===== src/rtl/ps2_cmd_ctrl_if.sv =====
// System-side command interface of the PS/2 command sequencer.
// master = command requester, slave = ps2_cmd_ctrl.
interface ps2_cmd_ctrl_if;
  logic       cmd_valid;
  logic       cmd_ready;
  logic [7:0] cmd_data;
  logic       cmd_has_arg;
  logic [7:0] cmd_arg;
  logic       resp_valid;
  logic [1:0] resp_code;
  logic       busy;
  logic       scan_valid;
  logic [7:0] scan_data;

  modport master (
    output cmd_valid, cmd_data, cmd_has_arg, cmd_arg,
    input  cmd_ready, resp_valid, resp_code, busy, scan_valid, scan_data
  );

  modport slave (
    input  cmd_valid, cmd_data, cmd_has_arg, cmd_arg,
    output cmd_ready, resp_valid, resp_code, busy, scan_valid, scan_data
  );
endinterface


===== src/rtl/ps2_cmd_ctrl.sv =====
// Host-side PS/2 command sequencer: sends command (+ optional argument), handles ACK/resend/timeout.
// Define PS2_ECHO_DETECT_EN to accept an 0xEE reply as the ACK of an 0xEE (echo) command.
module ps2_cmd_ctrl #(
  parameter int unsigned TIMEOUT_CYCLES = 2500000,
  parameter int unsigned TMR_W          = 22,
  parameter int unsigned MAX_RETRY      = 3
) (
  input  logic          clk,
  input  logic          reset,
  ps2_cmd_ctrl_if.slave cmd,
  output logic          rx_en,
  input  logic          rx_done,
  input  logic [7:0]    rx_data,
  output logic          wr_ps2,
  output logic [7:0]    tx_din,
  input  logic          tx_idle,
  input  logic          tx_done
);
  localparam logic [7:0] ByteAck    = 8'hFA;
  localparam logic [7:0] ByteResend = 8'hFE;
  localparam logic [7:0] ByteErr    = 8'hFC;
  localparam logic [7:0] ByteEcho   = 8'hEE;

  localparam logic [1:0] RespOk      = 2'b00;
  localparam logic [1:0] RespNak     = 2'b01;
  localparam logic [1:0] RespErr     = 2'b10;
  localparam logic [1:0] RespTimeout = 2'b11;

  localparam logic [1:0]       MaxRetry  = 2'(MAX_RETRY);
  localparam logic [TMR_W-1:0] TimerLast = TMR_W'(TIMEOUT_CYCLES - 1);

  typedef enum logic [2:0] {StIdle, StSend, StWaitTx, StWaitAck, StResp} state_e;
  typedef enum logic {PhCmd, PhArg} phase_e;

  state_e           state_q;
  phase_e           phase_q;
  logic [7:0]       cmd_q;
  logic [7:0]       arg_q;
  logic             has_arg_q;
  logic [1:0]       retry_q;
  logic [TMR_W-1:0] timer_q;
  logic             resp_valid_q;
  logic [1:0]       resp_code_q;
  logic             scan_valid_q;
  logic [7:0]       scan_data_q;

  logic       accept;
  logic       timeout;
  logic       is_ack;
  logic       has_arg_in;
  logic [7:0] cur_byte;

  assign cmd.cmd_ready  = (state_q == StIdle) & tx_idle;
  assign cmd.busy       = (state_q != StIdle);
  assign cmd.resp_valid = resp_valid_q;
  assign cmd.resp_code  = resp_code_q;
  assign cmd.scan_valid = scan_valid_q;
  assign cmd.scan_data  = scan_data_q;
  assign rx_en          = ((state_q == StIdle) | (state_q == StWaitAck)) & tx_idle;

  assign accept   = cmd.cmd_valid & cmd.cmd_ready;
  assign timeout  = (timer_q == TimerLast);
  assign cur_byte = (phase_q == PhCmd) ? cmd_q : arg_q;

`ifdef PS2_ECHO_DETECT_EN
  assign is_ack     = (rx_data == ByteAck) | ((cmd_q == ByteEcho) & (rx_data == ByteEcho));
  assign has_arg_in = cmd.cmd_has_arg & (cmd.cmd_data != ByteEcho);
`else
  assign is_ack     = (rx_data == ByteAck);
  assign has_arg_in = cmd.cmd_has_arg;
`endif

  always_ff @(posedge clk) begin
    if (reset) begin
      state_q      <= StIdle;
      phase_q      <= PhCmd;
      cmd_q        <= '0;
      arg_q        <= '0;
      has_arg_q    <= 1'b0;
      retry_q      <= '0;
      timer_q      <= '0;
      resp_valid_q <= 1'b0;
      resp_code_q  <= RespOk;
      scan_valid_q <= 1'b0;
      scan_data_q  <= '0;
      wr_ps2       <= 1'b0;
      tx_din       <= '0;
    end else begin
      wr_ps2       <= 1'b0;
      resp_valid_q <= 1'b0;
      scan_valid_q <= 1'b0;
      unique case (state_q)
        StIdle: begin
          if (rx_done) begin
            scan_valid_q <= 1'b1;
            scan_data_q  <= rx_data;
          end
          if (accept) begin
            cmd_q     <= cmd.cmd_data;
            arg_q     <= cmd.cmd_arg;
            has_arg_q <= has_arg_in;
            phase_q   <= PhCmd;
            retry_q   <= '0;
            state_q   <= StSend;
          end
        end
        StSend: begin
          wr_ps2  <= 1'b1;
          tx_din  <= cur_byte;
          timer_q <= '0;
          state_q <= StWaitTx;
        end
        StWaitTx: begin
          timer_q <= timer_q + 1'b1;
          if (timeout) begin
            resp_valid_q <= 1'b1;
            resp_code_q  <= RespTimeout;
            state_q      <= StResp;
          end else if (tx_done) begin
            state_q <= StWaitAck;
          end
        end
        StWaitAck: begin
          timer_q <= timer_q + 1'b1;
          // A decisive reply byte takes priority over a coincident timeout.
          if (rx_done && is_ack) begin
            if ((phase_q == PhCmd) && has_arg_q) begin
              phase_q <= PhArg;
              retry_q <= '0;
              state_q <= StSend;
            end else begin
              resp_valid_q <= 1'b1;
              resp_code_q  <= RespOk;
              state_q      <= StResp;
            end
          end else if (rx_done && (rx_data == ByteResend)) begin
            if (retry_q < MaxRetry) begin
              retry_q <= retry_q + 1'b1;
              state_q <= StSend;
            end else begin
              resp_valid_q <= 1'b1;
              resp_code_q  <= RespNak;
              state_q      <= StResp;
            end
          end else if (rx_done && (rx_data == ByteErr)) begin
            resp_valid_q <= 1'b1;
            resp_code_q  <= RespErr;
            state_q      <= StResp;
          end else begin
            if (rx_done) begin
              scan_valid_q <= 1'b1;
              scan_data_q  <= rx_data;
            end
            if (timeout) begin
              resp_valid_q <= 1'b1;
              resp_code_q  <= RespTimeout;
              state_q      <= StResp;
            end
          end
        end
        StResp: begin
          state_q <= StIdle;
        end
        default: begin
          state_q <= StIdle;
        end
      endcase
    end
  end
endmodule


===== src/flat_wrapper.sv =====
// flat-port wrapper written by rule: the top's interface ports become plain ports
module ps2_cmd_ctrl_flat 
#(
  parameter int unsigned TIMEOUT_CYCLES = 2500000,
  parameter int unsigned TMR_W          = 22,
  parameter int unsigned MAX_RETRY      = 3
)
  (clk, reset, rx_en, rx_done, rx_data, wr_ps2, tx_din, tx_idle, tx_done, cmd_cmd_valid, cmd_cmd_data, cmd_cmd_has_arg, cmd_cmd_arg, cmd_cmd_ready, cmd_resp_valid, cmd_resp_code, cmd_busy, cmd_scan_valid, cmd_scan_data);
  ps2_cmd_ctrl_if cmd_i ();
  input  logic clk;
  input  logic reset;
  output logic rx_en;
  input  logic rx_done;
  input  logic [7:0] rx_data;
  output logic wr_ps2;
  output logic [7:0] tx_din;
  input  logic tx_idle;
  input  logic tx_done;
  input wire logic [$bits(cmd_i.cmd_valid)-1:0] cmd_cmd_valid;
  input wire logic [$bits(cmd_i.cmd_data)-1:0] cmd_cmd_data;
  input wire logic [$bits(cmd_i.cmd_has_arg)-1:0] cmd_cmd_has_arg;
  input wire logic [$bits(cmd_i.cmd_arg)-1:0] cmd_cmd_arg;
  output wire logic [$bits(cmd_i.cmd_ready)-1:0] cmd_cmd_ready;
  output wire logic [$bits(cmd_i.resp_valid)-1:0] cmd_resp_valid;
  output wire logic [$bits(cmd_i.resp_code)-1:0] cmd_resp_code;
  output wire logic [$bits(cmd_i.busy)-1:0] cmd_busy;
  output wire logic [$bits(cmd_i.scan_valid)-1:0] cmd_scan_valid;
  output wire logic [$bits(cmd_i.scan_data)-1:0] cmd_scan_data;
  assign cmd_i.cmd_valid = cmd_cmd_valid;
  assign cmd_i.cmd_data = cmd_cmd_data;
  assign cmd_i.cmd_has_arg = cmd_cmd_has_arg;
  assign cmd_i.cmd_arg = cmd_cmd_arg;
  assign cmd_cmd_ready = cmd_i.cmd_ready;
  assign cmd_resp_valid = cmd_i.resp_valid;
  assign cmd_resp_code = cmd_i.resp_code;
  assign cmd_busy = cmd_i.busy;
  assign cmd_scan_valid = cmd_i.scan_valid;
  assign cmd_scan_data = cmd_i.scan_data;
  ps2_cmd_ctrl #(.TIMEOUT_CYCLES(TIMEOUT_CYCLES), .TMR_W(TMR_W), .MAX_RETRY(MAX_RETRY)) u_core (.clk(clk), .reset(reset), .cmd(cmd_i), .rx_en(rx_en), .rx_done(rx_done), .rx_data(rx_data), .wr_ps2(wr_ps2), .tx_din(tx_din), .tx_idle(tx_idle), .tx_done(tx_done));
endmodule

===== config.mk =====
export PLATFORM = sky130hd
export DESIGN_NAME = ps2_cmd_ctrl_flat
export DESIGN_NICKNAME = d
export VERILOG_FILES = /design/src/rtl/ps2_cmd_ctrl_if.sv /design/src/rtl/ps2_cmd_ctrl.sv /design/src/flat_wrapper.sv
export SDC_FILE = /design/constraint.sdc
export NUM_CORES = 1
export LEC_CHECK = 0
export ABC_AREA = 0
export CAP_MARGIN = 20
export CORE_MARGIN = 3
export CORE_UTILIZATION = 47
export CTS_CLUSTER_DIAMETER = 150
export DETAILED_ROUTE_END_ITERATION = 12
export PLACE_DENSITY_LB_ADDON = 0.08
export SYNTH_ARGS = -nofsm -noshare
export SYNTH_HDL_FRONTEND = slang
export SYNTH_SLANG_ARGS = --single-unit

===== constraint.sdc =====
create_clock -name clk -period 1.6 [get_ports clk]
set_input_delay 0.32 -clock clk [delete_from_list [all_inputs] [get_ports clk]]
set_output_delay 0.32 -clock clk [all_outputs]
set_load 0.05 [all_outputs]

-- Word-level counts from Yosys, hierarchy flattened
Cells that the tools add are included.
- add/subtract/negate cells: 2
- order comparisons: 1
- equality and inequality tests: 20
- multiplexer cells: 47
- bitwise operators: 5
- reductions and logical operators: 16
- operators with widths (operator ; count):
    $pmux W22 S2 ; 1
    $mux W8 ; 5
    $mux W3 ; 9
    $eq A8 B8 Y1 const B ; 3
    $add A22 B1 Y22 const B ; 1
    $eq A22 B22 Y1 const B ; 1
    $mux W2 ; 11
    $pmux W8 S2 ; 1
    $mux W1 ; 14
    $ne A3 B3 Y1 const B ; 4
    $pmux W3 S4 ; 1
    $ne A2 B2 Y1 const B ; 5
    $pmux W2 S2 ; 2
    $reduce_and A4 Y1 ; 2
    $eq A3 B2 Y1 const B ; 2
    $pmux W1 S2 ; 3
    $reduce_and A3 Y1 ; 2
    $reduce_bool A2 Y1 ; 3
    $ne A5 B4 Y1 const B ; 1
    $reduce_and A5 Y1 ; 1
    $logic_and A1 B1 Y1 ; 4
    $ne A4 B4 Y1 const B ; 1
    $and A1 B1 Y1 ; 3
    $eq A3 B1 Y1 const B ; 1
    other kinds (10) ; 10
- register bits: 66
- output and inout bits: 24

-- Depth between registers and ports, before layout
Gate-level depths: netlist of run 1.
- depth after elaboration: 6
- mapped depth: 7
- depth with buffers taken out: 6

-- Worst setup path after synthesis of run 1
No wires, ideal clock.
- path type: register to output
- from: register u_core.state_q[0]
- to: output rx_en
- arrival time: 2147 ps
- data required time: 1280 ps
- setup slack: -867 ps
- cell stages (with the launch flop): 5
- path buffers: 1
- cells stage by stage: dfxtp_1 buf_4 nor3_4 inv_1 a21boi_0
- word-level cells in the longest chain between the ends: 3
- elaborated cells between the ends (all ways): 4
- classes of those cells: 1 x eq/ne; 2 x bitwise; 1 x reduce/logical
- RTL lines (what ; RTL line ; RTL):
    start: declaration ; ps2_cmd_ctrl.sv:35 ; state_e state_q;
    start signal: assignment ; ps2_cmd_ctrl.sv:75 ; state_q <= StIdle;
    start signal: assignment ; ps2_cmd_ctrl.sv:104 ; state_q <= StSend;
    start signal: assignment ; ps2_cmd_ctrl.sv:111 ; state_q <= StWaitTx;
    $eq A3 B2 Y1 or $logic_not A3 Y1 (tied branches) ; ps2_cmd_ctrl.sv:59 ; assign rx_en = ((state_q == StIdle) | (state_q == StWaitAck)) & tx_idle;
    $or A1 B1 Y1 * ; ps2_cmd_ctrl.sv:59 ;
    $and A1 B1 Y1 * ; ps2_cmd_ctrl.sv:59 ;
    end: declaration ; flat_wrapper.sv:12 ; output logic rx_en;
Mark *: on every way between the ends. The rest lies on a longest branch, timed or not.

-- Worst setup path in the final report of run 1
- from: register u_core.state_q[1]
- to: output rx_en
The elaborated chain is that of the path after synthesis.

==> metrics.txt, run 1 <==
status finished, violations left; violated checks setup timing; Gate power share 0.466; Fillers between 400 and 500; GR Overflow Total 0; sequential power share 0.312; RSZ-0062 raised after global routing true; Clk pwr share 0.222; setup TNS -1670 ps; Setup CP Type flip-flop to output pin; antenna-violating nets left 0; sw frac 0.386; Leak Pwr 0.00183 µW; Cell Int Power 3950 µW; final slew viol count 0; Final Skew 8.89 ps; H-tree lvl count 3; final setup fails 18; Yosys reg bits 66; Fmax achieved around 550 MHz; core area 6100 µm²; non-filler cells, final roughly 560; Multi-input gate area 1790 µm²; ys flop type dfxtp_1; Antenna Cells 0; DIE WIDTH slightly below 90 µm; Crit. End Element output pin; Slew @ Worst Pin 530 ps; DR pass1 iterations 4; Finished Core Util 0.748; Post-Syn Nets approximately 400; crit-path max FO 3; Avg Inst Size Synth 8.47 µm²; initial antenna violation count 0; worst reg-to-reg setup slack -120 ps; post-DR vias/cell 5.53; Remaining DRCs 0; layout cell share with drive strength beyond 1 0.337; Seq. cell area 1330 µm²; cts hold-fix bufs 0; Avg WL per Cell 15.2 µm; DPL Wire Length 5.92 mm; clk slew on worst S/H paths 70 ps; Syn-to-layout area delta 49.6%; number of global-route vias before repair 2762; placed cells ~530; clock tree from TritonCTS done; gp weighted congestion 0.836; leading cell type in the layout, fill and taps excluded buf_4; largest net degree at the start of global routing 48; post-layout min period approximately 1800 ps; Slew headroom 0.646; global-route wire length before repair around 14 mm; Ys Warns 0; die area roughly 7500 µm²; Syn Inst Count 360; Final WS setup -217 ps; Hold Crit Class input pin to flip-flop; Initial Util 0.500; Max VDD drop 0.00151 V; clock sinks 66; Overall Power 6420 µW; CP startpoint kind flip-flop; row count 28; Total Wirelength 8.51 mm; Post-synth EDFFs 0; I/O pins 55; most frequent cells in the layout buf_4, dfxtp_1, nand2_1; Post-synth ARST share 0; Syn Std Cell Area 3050 µm²; post-synthesis sequential area ratio 0.433; hold_ws 265 ps; Num CTS Buffers 9; CTS Buffer Depth 2; IO buf count 54; Vias 3087; Worst Path Arrival ~1500 ps; Sw Pwr 2480 µW; Cell variety after synth 53; Final nets 511; Die Y 86.5 µm; clk root buf clkbuf_8; initial DRC count 214; later-pin clock latency in the skew report 350 ps; pwr dens 1410 nW/µm²; GR Util All Layers 0.234; Required @ worst endpoint 1280 ps; Final Hold Fails 0; max-cap violations 0; period utilisation layout 1.14
worst max-delay path, stage by stage (launching register included):
cell and delay (ps):
dfxtp_2 330, buf_6 110, buf_6 100, nor3_4 140, buf_6 140, inv_4 40, a21boi_4 140, buf_12 150
metal layers:
layer  vias up  wire [µm]  GRT usage
li1       1540          -          -
met4         0        164     0.0807
met2        97       4020      0.351
met5         -          0          0
met1      1439       3860      0.331
met3        11        465     0.0494
repair_timing:
| item | in CTS | in global routing |
|---|---|---|
| setup buffers | 2 | 6 |
| endpoints found under the setup margin | 20 | 52 |
| cloned | 0 | 1 |
| resized for setup | 18 | 37 |
| pin swaps | 8 | 9 |
power by group through the flow:
stage          registers (µW)  logic [µW]  clock network, µW
2_1_floorplan            2440        1100                  0
3_3_place_gp             2010        2640                  0
3_5_place_dp             2020        2680                  0
4_1_cts                  2000        2810               1450
5_1_grt                  2020        3180               1540
6_report                 2000        2990               1430
cells in the mapped netlist (2+ instances only):
| library cell | n | share of area |
|---|---|---|
| dfxtp_1 | 66 | 0.43 |
| nand2_1 | 57 | 0.070 |
| nor2_1 | 37 | 0.046 |
| a21oi_1 | 34 | 0.056 |
| mux2i_1 | 17 | 0.056 |
| o21ai_0 | 14 | 0.023 |
| nand3_1 | 13 | 0.021 |
| clkbuf_1 | 9 | 0.011 |
| nand4_1 | 9 | 0.018 |
| a211oi_1 | 8 | 0.020 |
| inv_1 | 8 | 0.0098 |
| nor4_1 | 7 | 0.014 |
| buf_2 | 5 | 0.0082 |
| mux2_2 | 5 | 0.018 |
| nor3_1 | 5 | 0.0082 |
| and3_1 | 4 | 0.0082 |
| nand2b_1 | 4 | 0.0082 |
| nand4b_1 | 4 | 0.011 |
| nor3_2 | 4 | 0.013 |
| or3_1 | 4 | 0.0082 |
| a31oi_1 | 3 | 0.0062 |
| o211ai_1 | 3 | 0.0074 |
| o31ai_1 | 3 | 0.0074 |
| and4b_1 | 2 | 0.0066 |
| buf_4 | 2 | 0.0049 |
| ha_1 | 2 | 0.0082 |
| nor2b_1 | 2 | 0.0041 |
| nor3b_1 | 2 | 0.0049 |
| nor4_4 | 2 | 0.014 |
| o22ai_1 | 2 | 0.0041 |
kinds of logic (layout without fill, tap and decap cells):
group / after synthesis / after routing / synth area share
simple gates: 165 / 165 / 0.288
compound gates: 79 / 79 / 0.158
flops: 66 / 66 / 0.433
buf+inv: 25 / 148 / 0.0353
mux: 22 / 22 / 0.0743
fa+ha+maj: 2 / 2 / 0.00821
xor+xnor: 1 / 1 / 0.00287
layout make-up:
class	count	share of cell area
Clock buffer	10	0.0302
Clock inverter	6	0.0145
Inverter	8	0.00713
Multi-Input combinational cell	269	0.392
Sequential cell	66	0.292
Tap cell	75	0.0206
Timing Repair Buffer	124	0.243
registers in the layout, summed over array words and instances (netlist names):
register,flops
u_core.tx_din,8
u_core.cmd.scan_data,8
u_core.cmd.resp_code,2
u_core.cmd.resp_valid,1
u_core.cmd.scan_valid,1
u_core.cmd_q,8
u_core.has_arg_q,1
u_core.wr_ps2,1
u_core.state_q,3
u_core.timer_q,22
u_core.retry_q,2
u_core.phase_q,1
u_core.arg_q,8
through the flow:
| stage | instance area (µm²) | worst slack, ps |
|---|---|---|
| floorplan | 3070 | -100 |
| global placement | 4090 | -323 |
| detailed placement | 4090 | -331 |
| CTS | 4370 | -280 |
| global route | 4560 | -273 |
| finish | 4560 | -217 |
worst paths after layout:
path                        endpoint               from  cells past startpoint
hold / removal     u_core.timer_q[6]              reset                      2
setup reg to reg  u_core.timer_q[16]  u_core.state_q[1]                      8
hold reg to reg      u_core.cmd_q[3]    u_core.cmd_q[3]                      2
setup / recovery               rx_en  u_core.state_q[1]                      7
(Power assumes the default switching activity.)
==> inputs of run 2 (changes only) <==
--- a/config.mk
+++ b/config.mk
@@ -7,9 +7,9 @@
 export LEC_CHECK = 0
 export ABC_AREA = 0
 export CAP_MARGIN = 20
-export CORE_MARGIN = 3
 export CORE_UTILIZATION = 47
 export CTS_CLUSTER_DIAMETER = 150
+export CTS_CLUSTER_SIZE = 20
 export DETAILED_ROUTE_END_ITERATION = 12
 export PLACE_DENSITY_LB_ADDON = 0.08
 export SYNTH_ARGS = -nofsm -noshare
==> metrics.txt, run 2 (synthesis results as in run 1) <==
reg2reg start u_core.timer_q[11]; clock sinks 66; Worst Path Arrival between 1000 and 1500 ps; Syn-to-layout area delta 49.4%; worst reg-to-reg setup slack -180 ps; sw frac 0.387; row count 28; post-layout min period 1800 ps; cts hold-fix bufs 0; Most common cell on crit path buf_6; Vias 3127; Final WS setup -203 ps; global-route wire length before repair 13.5 mm; pwr dens 1400 nW/µm²; hold path start reset; Leak Pwr 0.00185 µW; violated checks setup timing; core area 6100 µm²; Clk pwr share 0.227; RR Endpoint u_core.cmd.resp_valid; GR Util All Layers 0.269; status finished, violations left; post-route cell area between 4000 and 5000 µm²; Reg2Reg Depth 6; Max VDD drop 0.00159 V; RSZ-0062 raised after global routing true; Num CTS Buffers 9; Biggest register u_core.timer_q; GR Overflow Total 0; layout cell share with drive strength beyond 1 0.328; initial DRC count 162; largest net degree at the start of global routing 44; delay-heaviest family, CP buffers and inverters; Total Wirelength 8.93 mm; Setup CP Type flip-flop to output pin; Remaining DRCs 0; WHS Endpoint u_core.timer_q[6]; Die Y approximately 83 µm; final setup fails 13; crit-path cells buf_6 -> buf_4 -> nand3b_4 -> buf_6 -> a21boi_4 -> buf_12; DIE WIDTH around 83 µm; Final nets around 520; Fmax achieved 555 MHz; Sw Pwr 2460 µW; most frequent cells in the layout buf_4, dfxtp_1, nand2_1; Final Hold Fails 0; DR pass1 iterations 5; Cell Area, Placed 4060 µm²; Hold Path Stages 2; Slew headroom 0.689; CTS Buffer Depth 2; later-pin clock latency in the skew report 360 ps; leading cell type in the layout, fill and taps excluded buf_4; Avg WL per Cell around 16 µm; non-filler cells, final 563; Slowest cell on crit path dfxtp_2; IO buf count 54; gp weighted congestion 0.909; DPL Wire Length 6.05 mm; number of global-route vias before repair 2939; initial antenna violation count 0; Gate power share 0.458; Cell Int Power around 3900 µW; max-cap violations 0; clk root buf clkbuf_8; Slowest Stage Delay on Critical Path between 300 and 400 ps; CP startpoint kind flip-flop; period utilisation layout 1.13; buffers plus inverters on the worst setup path 4; clk slew on worst S/H paths approximately 70 ps; I/O pins 55; H-tree lvl count 3; die area 6810 µm²; Antenna Cells 0; Final Skew 7.24 ps; placed cells 531; Crit. End Element output pin; number of flip-flops under the largest register name 22; Slew @ Worst Pin 462 ps; clock tree from TritonCTS done; crit-path max FO 4; Initial Util 0.500; sequential power share 0.315; final slew viol count 0; Hold Crit Class input pin to flip-flop; Required @ worst endpoint 1280 ps; post-DR vias/cell 5.55; antenna-violating nets left 0
run 2: cell types whose count changed in the layout (fill, tap and decap cells not counted), sizes merged:
cell	change
buf	+5
dlymetal6s2s	+1
clkdlybuf4s50	-4
dlygate4sd2	+3
run 2: metrics by stage:
step	hold WS [ps]	total power, µW	setup TNS, ps	util	setup slack [ps]
floorplan	433	3530	-100	-	-100
global placement	442	4620	-3620	0.666	-312
detailed placement	446	4670	-5010	0.666	-425
CTS	237	6270	-996	0.723	-232
global route	257	6680	-2450	0.747	-261
finish	259	6360	-1400	0.747	-203
run 2: what timing repair did:
action                     4_1_cts  5_1_grt
setup endpoints to repair       20       25
buffers inserted                 7        9
resized for setup               29       21
pin swaps                       14       11
cloned                           0        0
run 2: layout make-up:
| cell class | instances | area (µm²) |
|---|---|---|
| inverter | 8 | 32.5 |
| fill | 462 | 1540 |
| clock buffer | 10 | 138 |
| multi-input combinational | 269 | 1770 |
| sequential | 66 | 1330 |
| clock inverter | 6 | 66.3 |
| timing repair buffer | 129 | 1130 |
| tap | 75 | 93.8 |
run 2: power by group through the flow:
stage,Sequential (µW),Combinational [µW],Clock (µW)
CTS,2000,2810,1460
floorplan,2440,1100,0
global route,2030,3100,1550
detailed placement,2020,2650,0
finish,2010,2910,1440
global placement,2010,2610,0
run 2: metal layers:
| layer | GRT usage | share of wire | vias to the layer above |
|---|---|---|---|
| li1 | - | - | 1542 |
| met1 | 0.331 | 0.44 | 1470 |
| met2 | 0.443 | 0.49 | 97 |
| met3 | 0.0648 | 0.049 | 18 |
| met4 | 0.121 | 0.021 | 0 |
| met5 | 0 | 0 | - |
run 2: worst max-delay path by stage:
stage / from / endpoint / slack (ps) / cells past startpoint
after floorplan: u_core.state_q[0] / rx_en / -100 / 4
after global placement: rx_data[0] / u_core.retry_q[1] / -310 / 6
after detailed placement: rx_data[4] / u_core.retry_q[1] / -430 / 6
after CTS: u_core.state_q[0] / rx_en / -230 / 6
after global routing: u_core.timer_q[11] / u_core.cmd.resp_valid / -260 / 6
final: u_core.state_q[0] / rx_en / -200 / 6
==> RTL change 1 (settings of run 2) <==
The option `PS2_ECHO_DETECT_EN` is turned on by a define.
--- a/src/rtl/ps2_cmd_ctrl.sv
+++ b/src/rtl/ps2_cmd_ctrl.sv
@@ -1,5 +1,7 @@
 // Host-side PS/2 command sequencer: sends command (+ optional argument), handles ACK/resend/timeout.
 // Define PS2_ECHO_DETECT_EN to accept an 0xEE reply as the ACK of an 0xEE (echo) command.
+`define PS2_ECHO_DETECT_EN
+
 module ps2_cmd_ctrl #(
   parameter int unsigned TIMEOUT_CYCLES = 2500000,
   parameter int unsigned TMR_W          = 22,
Behaviour: not the same (a bounded check fails within 10 cycles, from zero or initial values and one cycle with reset high).
==> RTL change 1 against run 2 <==
  * The run still ends with setup timing left
  * Largest cell class unchanged
  * Area after synthesis is 3.1% higher
  * Design area increased by 9.1%
  * Setup slack got worse by 0.0057 ns
  * Die area increased by 3.0%
  * Power increased by 0.37%
  * Sequential cell count unchanged
  * Wire length rose by 2.3%
==> RTL change 1: results (changes against run 2) <==
Leakage - 2.04 nW (+9.9%)
Dpl cells - 563 (+6.0%)
Via count - 3302 (+5.6%)
Pint - 0.00405 W (+3.7%)
Dpl hpwl - 6.01 mm (-0.63%)
Status - complete, but fails checks
Violated checks - setup timing
Reg-to-reg slack, setup - -0.13 ns (+0.05 ns)
RD Place Congestion - 0.822 (-9.5%)
First-pass GRT wire length - 14.1 mm (+4.8%)
Initial detailed-routing violation count - 153 (-5.6%)
Drt wl/cell - 15.4 um (-3.0%)
Worst-path fanout max - 3 (-1)
Fillers - 458 (-0.87%)
Final WL - 9.13 mm (+2.3%)
Final clock skew - 0.00693 ns (-0.000310 ns)
Synth cell count leaders - 66 x dfxtp_1, 58 x nand2_1, 50 x a21oi_1
PnR worst setup slack - -0.209 ns (-0.00571 ns)
NumNets Final - 546 (+5.8%)
Total iterations of the first detailed-routing run - 4 (-1)
Initial antenna violation count - 0 (unchanged)
Vias in the first global route - 3106 (+5.7%)
Distinct cell type count after synthesis - 54 (+1.9%)
Final setup viols - 23 (+10)
Peak VDD IR - 1.04 mV (-35%)
GRT Overall Usage - 25.3% (-1.5 points)
Pin count of the biggest net entering global routing - 40 (-9.1%)
Slew Limit Fails - 0 (unchanged)
Synth top area cells - dfxtp_1 42%, a21oi_1 8.0%, nand2_1 6.9%
Post-Synthesis Cells - 381 (+5.8%)
R2R cell count - 7 (+1)
Share of layout cells above drive strength 1 - 39.7% (+6.9 points)
Final hold slack - 0.353 ns (+0.0943 ns)
Syn nets - 414 (+5.3%)
RTL change 1: stage by stage:
step                TNS, ns  util, %  setup slack, ns  power (W)  instance area, um2
floorplan            -0.200        -           -0.116    0.00342                3250
global placement      -9.26     68.3           -0.554    0.00440                4360
detailed placement   -10.40     68.3           -0.672    0.00443                4360
CTS                   -1.65     73.9           -0.204    0.00615                4720
global route          -4.35     77.9           -0.246    0.00666                4970
finish                -1.67     77.9           -0.209    0.00639                4970
RTL change 1: cells by family after synthesis:
group,synth area share (%)
AOI/OAI and AO/OA,19.1
adders and majority gates,0.796
and+or+nand+nor,29.7
muxes,3.94
xor gates and xnor gates,0.279
buffers and inverters,4.14
DFF,42.0
RTL change 1: area by class of cell:
| cell class | instances | area (um2) | share of cell area (%) |
|---|---|---|---|
| multi-input combinational | 283 | 1990 | 39.9 |
| clock buffer | 10 | 138 | 2.77 |
| sequential | 66 | 1340 | 27.0 |
| timing repair buffer | 142 | 1290 | 25.9 |
| inverter | 11 | 43.8 | 0.881 |
| tap | 77 | 96.3 | 1.94 |
| clock inverter | 5 | 78.8 | 1.59 |
RTL change 1: layer usage:
layer | up-vias | routed length (um) | GRT usage [%]
met5 | - | 0 | 0
met3 | 14 | 346 | 4.15
met4 | 0 | 188 | 12.8
met2 | 77 | 4580 | 41.5
li1 | 1640 | - | -
met1 | 1571 | 4020 | 32.1
RTL change 1: final timing paths:
check | startpoint | endpoint
max | u_core.state_q[1]$_SDFFE_PP0P_ | rx_en
min | reset | u_core.timer_q[0]$_SDFFE_PP0P_
max reg2reg | u_core.state_q[2]$_SDFFE_PP0P_ | u_core.timer_q[21]$_SDFFE_PP0P_
min reg2reg | u_core.has_arg_q$_SDFFE_PP0P_ | u_core.has_arg_q$_SDFFE_PP0P_
RTL change 1: power groups by stage:
| stage | combinational (W) | sequential, W | clock [W] |
|---|---|---|---|
| 3_5_place_dp | 0.00241 | 0.00202 | 0 |
| 6_report | 0.00283 | 0.00199 | 0.00157 |
| 2_1_floorplan | 0.00101 | 0.00241 | 0 |
| 3_3_place_gp | 0.00239 | 0.00201 | 0 |
| 5_1_grt | 0.00299 | 0.00201 | 0.00166 |
| 4_1_cts | 0.00258 | 0.00198 | 0.00159 |
RTL change 1: repair_timing:
item,in CTS,in global routing
endpoints found under the setup margin,24,47
resized for setup,38,42
pin swaps,25,19
hold buffers,0,0
cloned,0,2
buffers inserted,7,8
RTL change 1: worst max-delay path, stage by stage, from the launching register on:
cell and delay [ns]:
dfxtp_4 0.35, buf_6 0.12, nor3_4 0.20, buf_6 0.14, o21a_1 0.18, buf_12 0.15
==> RTL change 2 (flow settings as in run 2) <==
Without the edit above. Reset style: asynchronous (`reset`), changed in one clocked block.
--- a/src/rtl/ps2_cmd_ctrl.sv
+++ b/src/rtl/ps2_cmd_ctrl.sv
@@ -70,7 +70,7 @@
   assign has_arg_in = cmd.cmd_has_arg;
 `endif
 
-  always_ff @(posedge clk) begin
+  always_ff @(posedge clk or posedge reset) begin
     if (reset) begin
       state_q      <= StIdle;
       phase_q      <= PhCmd;
Behaviour: differs if reset is asserted again (counterexample within 4 cycles, from zero or initial values and one cycle with reset high); with reset held inactive, the same outputs for 10 cycles.
==> RTL change 2 against run 2 <==
  * Wire length down 16%
  * Power up 7.9%
  * Area after synthesis up 0.53%
  * Sequential cell count unchanged
  * Setup slack worse by 0.044 ns
  * Via count down 19%
  * Combinational power about the same
  * Sequential power up 23%
  * First-iteration DRC count down 30%
  * Design area up 5.6%
  * The run still ends with setup timing left
  * Critical path type unchanged
  * Largest cell class is now flip-flops and latches
==> RTL change 2: results (changes against run 2) <==
Ys async rst share - 100% (+100 points)
Dpl cells - 448 (-16%)
R2R cell count - 5 (-1)
DR WL met2 - 3.52 mm (-20%)
Sequential element share of the synthesized area - 53.9% (+11 points)
Reg2reg start - u_core.timer_q[20]$_DFFE_PP0P_
End of the worst register-to-register path - u_core.cmd.resp_code[0]$_DFFE_PP0P_
Initial detailed-routing violation count - 114 (-30%)
Die extent in x - 82.8 um (+0.26%)
Crit-path slowest cell - dfrtp_1
Placement Cell Area - 4130 um2 (+1.5%)
Post-Synthesis Cells - 274 (-24%)
Syn nets - 307 (-22%)
Via count - 2518 (-19%)
Synth top area cells - dfrtp_1 54%, mux2_1 9.2%, mux2i_1 6.2%
Leakage - 2.38 nW (+28%)
Final setup viols - 34 (+21)
Grt met3 use - 5.27% (-1.2 points)
Worst Setup EP - cmd_cmd_ready
Vias in the first global route - 2447 (-17%)
Peak VDD IR - 1.23 mV (-23%)
Pint - 0.00430 W (+10%)
PnR worst setup slack - -0.247 ns (-0.0437 ns)
Drt wl/cell - 15.7 um (-1.3%)
Total iterations of the first detailed-routing run - 4 (-1)
Reg-to-reg slack, setup - -0.23 ns (-0.05 ns)
Final WL - 7.48 mm (-16%)
Switch Pwr - 0.00256 W (+4.2%)
Compound-gate portion of the synthesized area - 7.96% (-7.8 points)
M1 WL - 3.65 mm (-7.1%)
Postcts setup bufs - 8 (+1)
Final clock skew - 0.00821 ns (+0.000969 ns)
Worst skew pair latency - 0.33 ns (-0.03 ns)
Worst-path fanout max - 6 (+2)
Worst slew pin tran - 0.372 ns (-0.0896 ns)
Xor and xnor fraction of the mapped netlist area - 0.571% (+0.28 points)
Synth cell count leaders - 66 x dfrtp_1, 26 x nand2_1, 25 x mux2_1
Routed wl met3 - 209 um (-53%)
Dominant synthesized flop cell - dfrtp_1
Grt met1 use - 32.1% (-1.0 points)
GRT Overall Usage - 23.2% (-3.6 points)
Status - complete, but fails checks
Violated checks - setup timing
Final hold slack - 0.278 ns (+0.0196 ns)
RD Place Congestion - 0.837 (-7.9%)
First-pass GRT wire length - 11.6 mm (-14%)
Synth Area in Adders - 0.816% (-0.0044 points)
Dpl hpwl - 4.67 mm (-23%)
==> RTL change 2: changes by cell type in the layout (fill, tap and decap cells not counted), sizes merged, moves of 5 or more <==
cell	run 2	this run
a211oi	8	2
a21oi	35	13
buf	100	92
dfrtp	0	66
dfxtp	66	0
mux2	5	25
nand2	57	27
nand3	13	18
nor2	37	14
nor3	10	4
==> RTL change 2: layout make-up <==
| class | count | area (um2) | area share [%] |
|---|---|---|---|
| clock buffer | 12 | 135 | 2.81 |
| tap | 77 | 96.3 | 2.00 |
| inverter | 9 | 42.5 | 0.884 |
| clock inverter | 3 | 65.1 | 1.35 |
| multi-input combinational | 189 | 1630 | 33.8 |
| timing repair buffer | 122 | 1190 | 24.8 |
| sequential | 66 | 1650 | 34.3 |
==> RTL change 2: worst max-delay path: cells and delay by family (launching register included) <==
| family | cells | cell delay, ns |
|---|---|---|
| buf+inv | 3 | 0.38 |
| simple gates | 2 | 0.42 |
| flops | 1 | 0.39 |
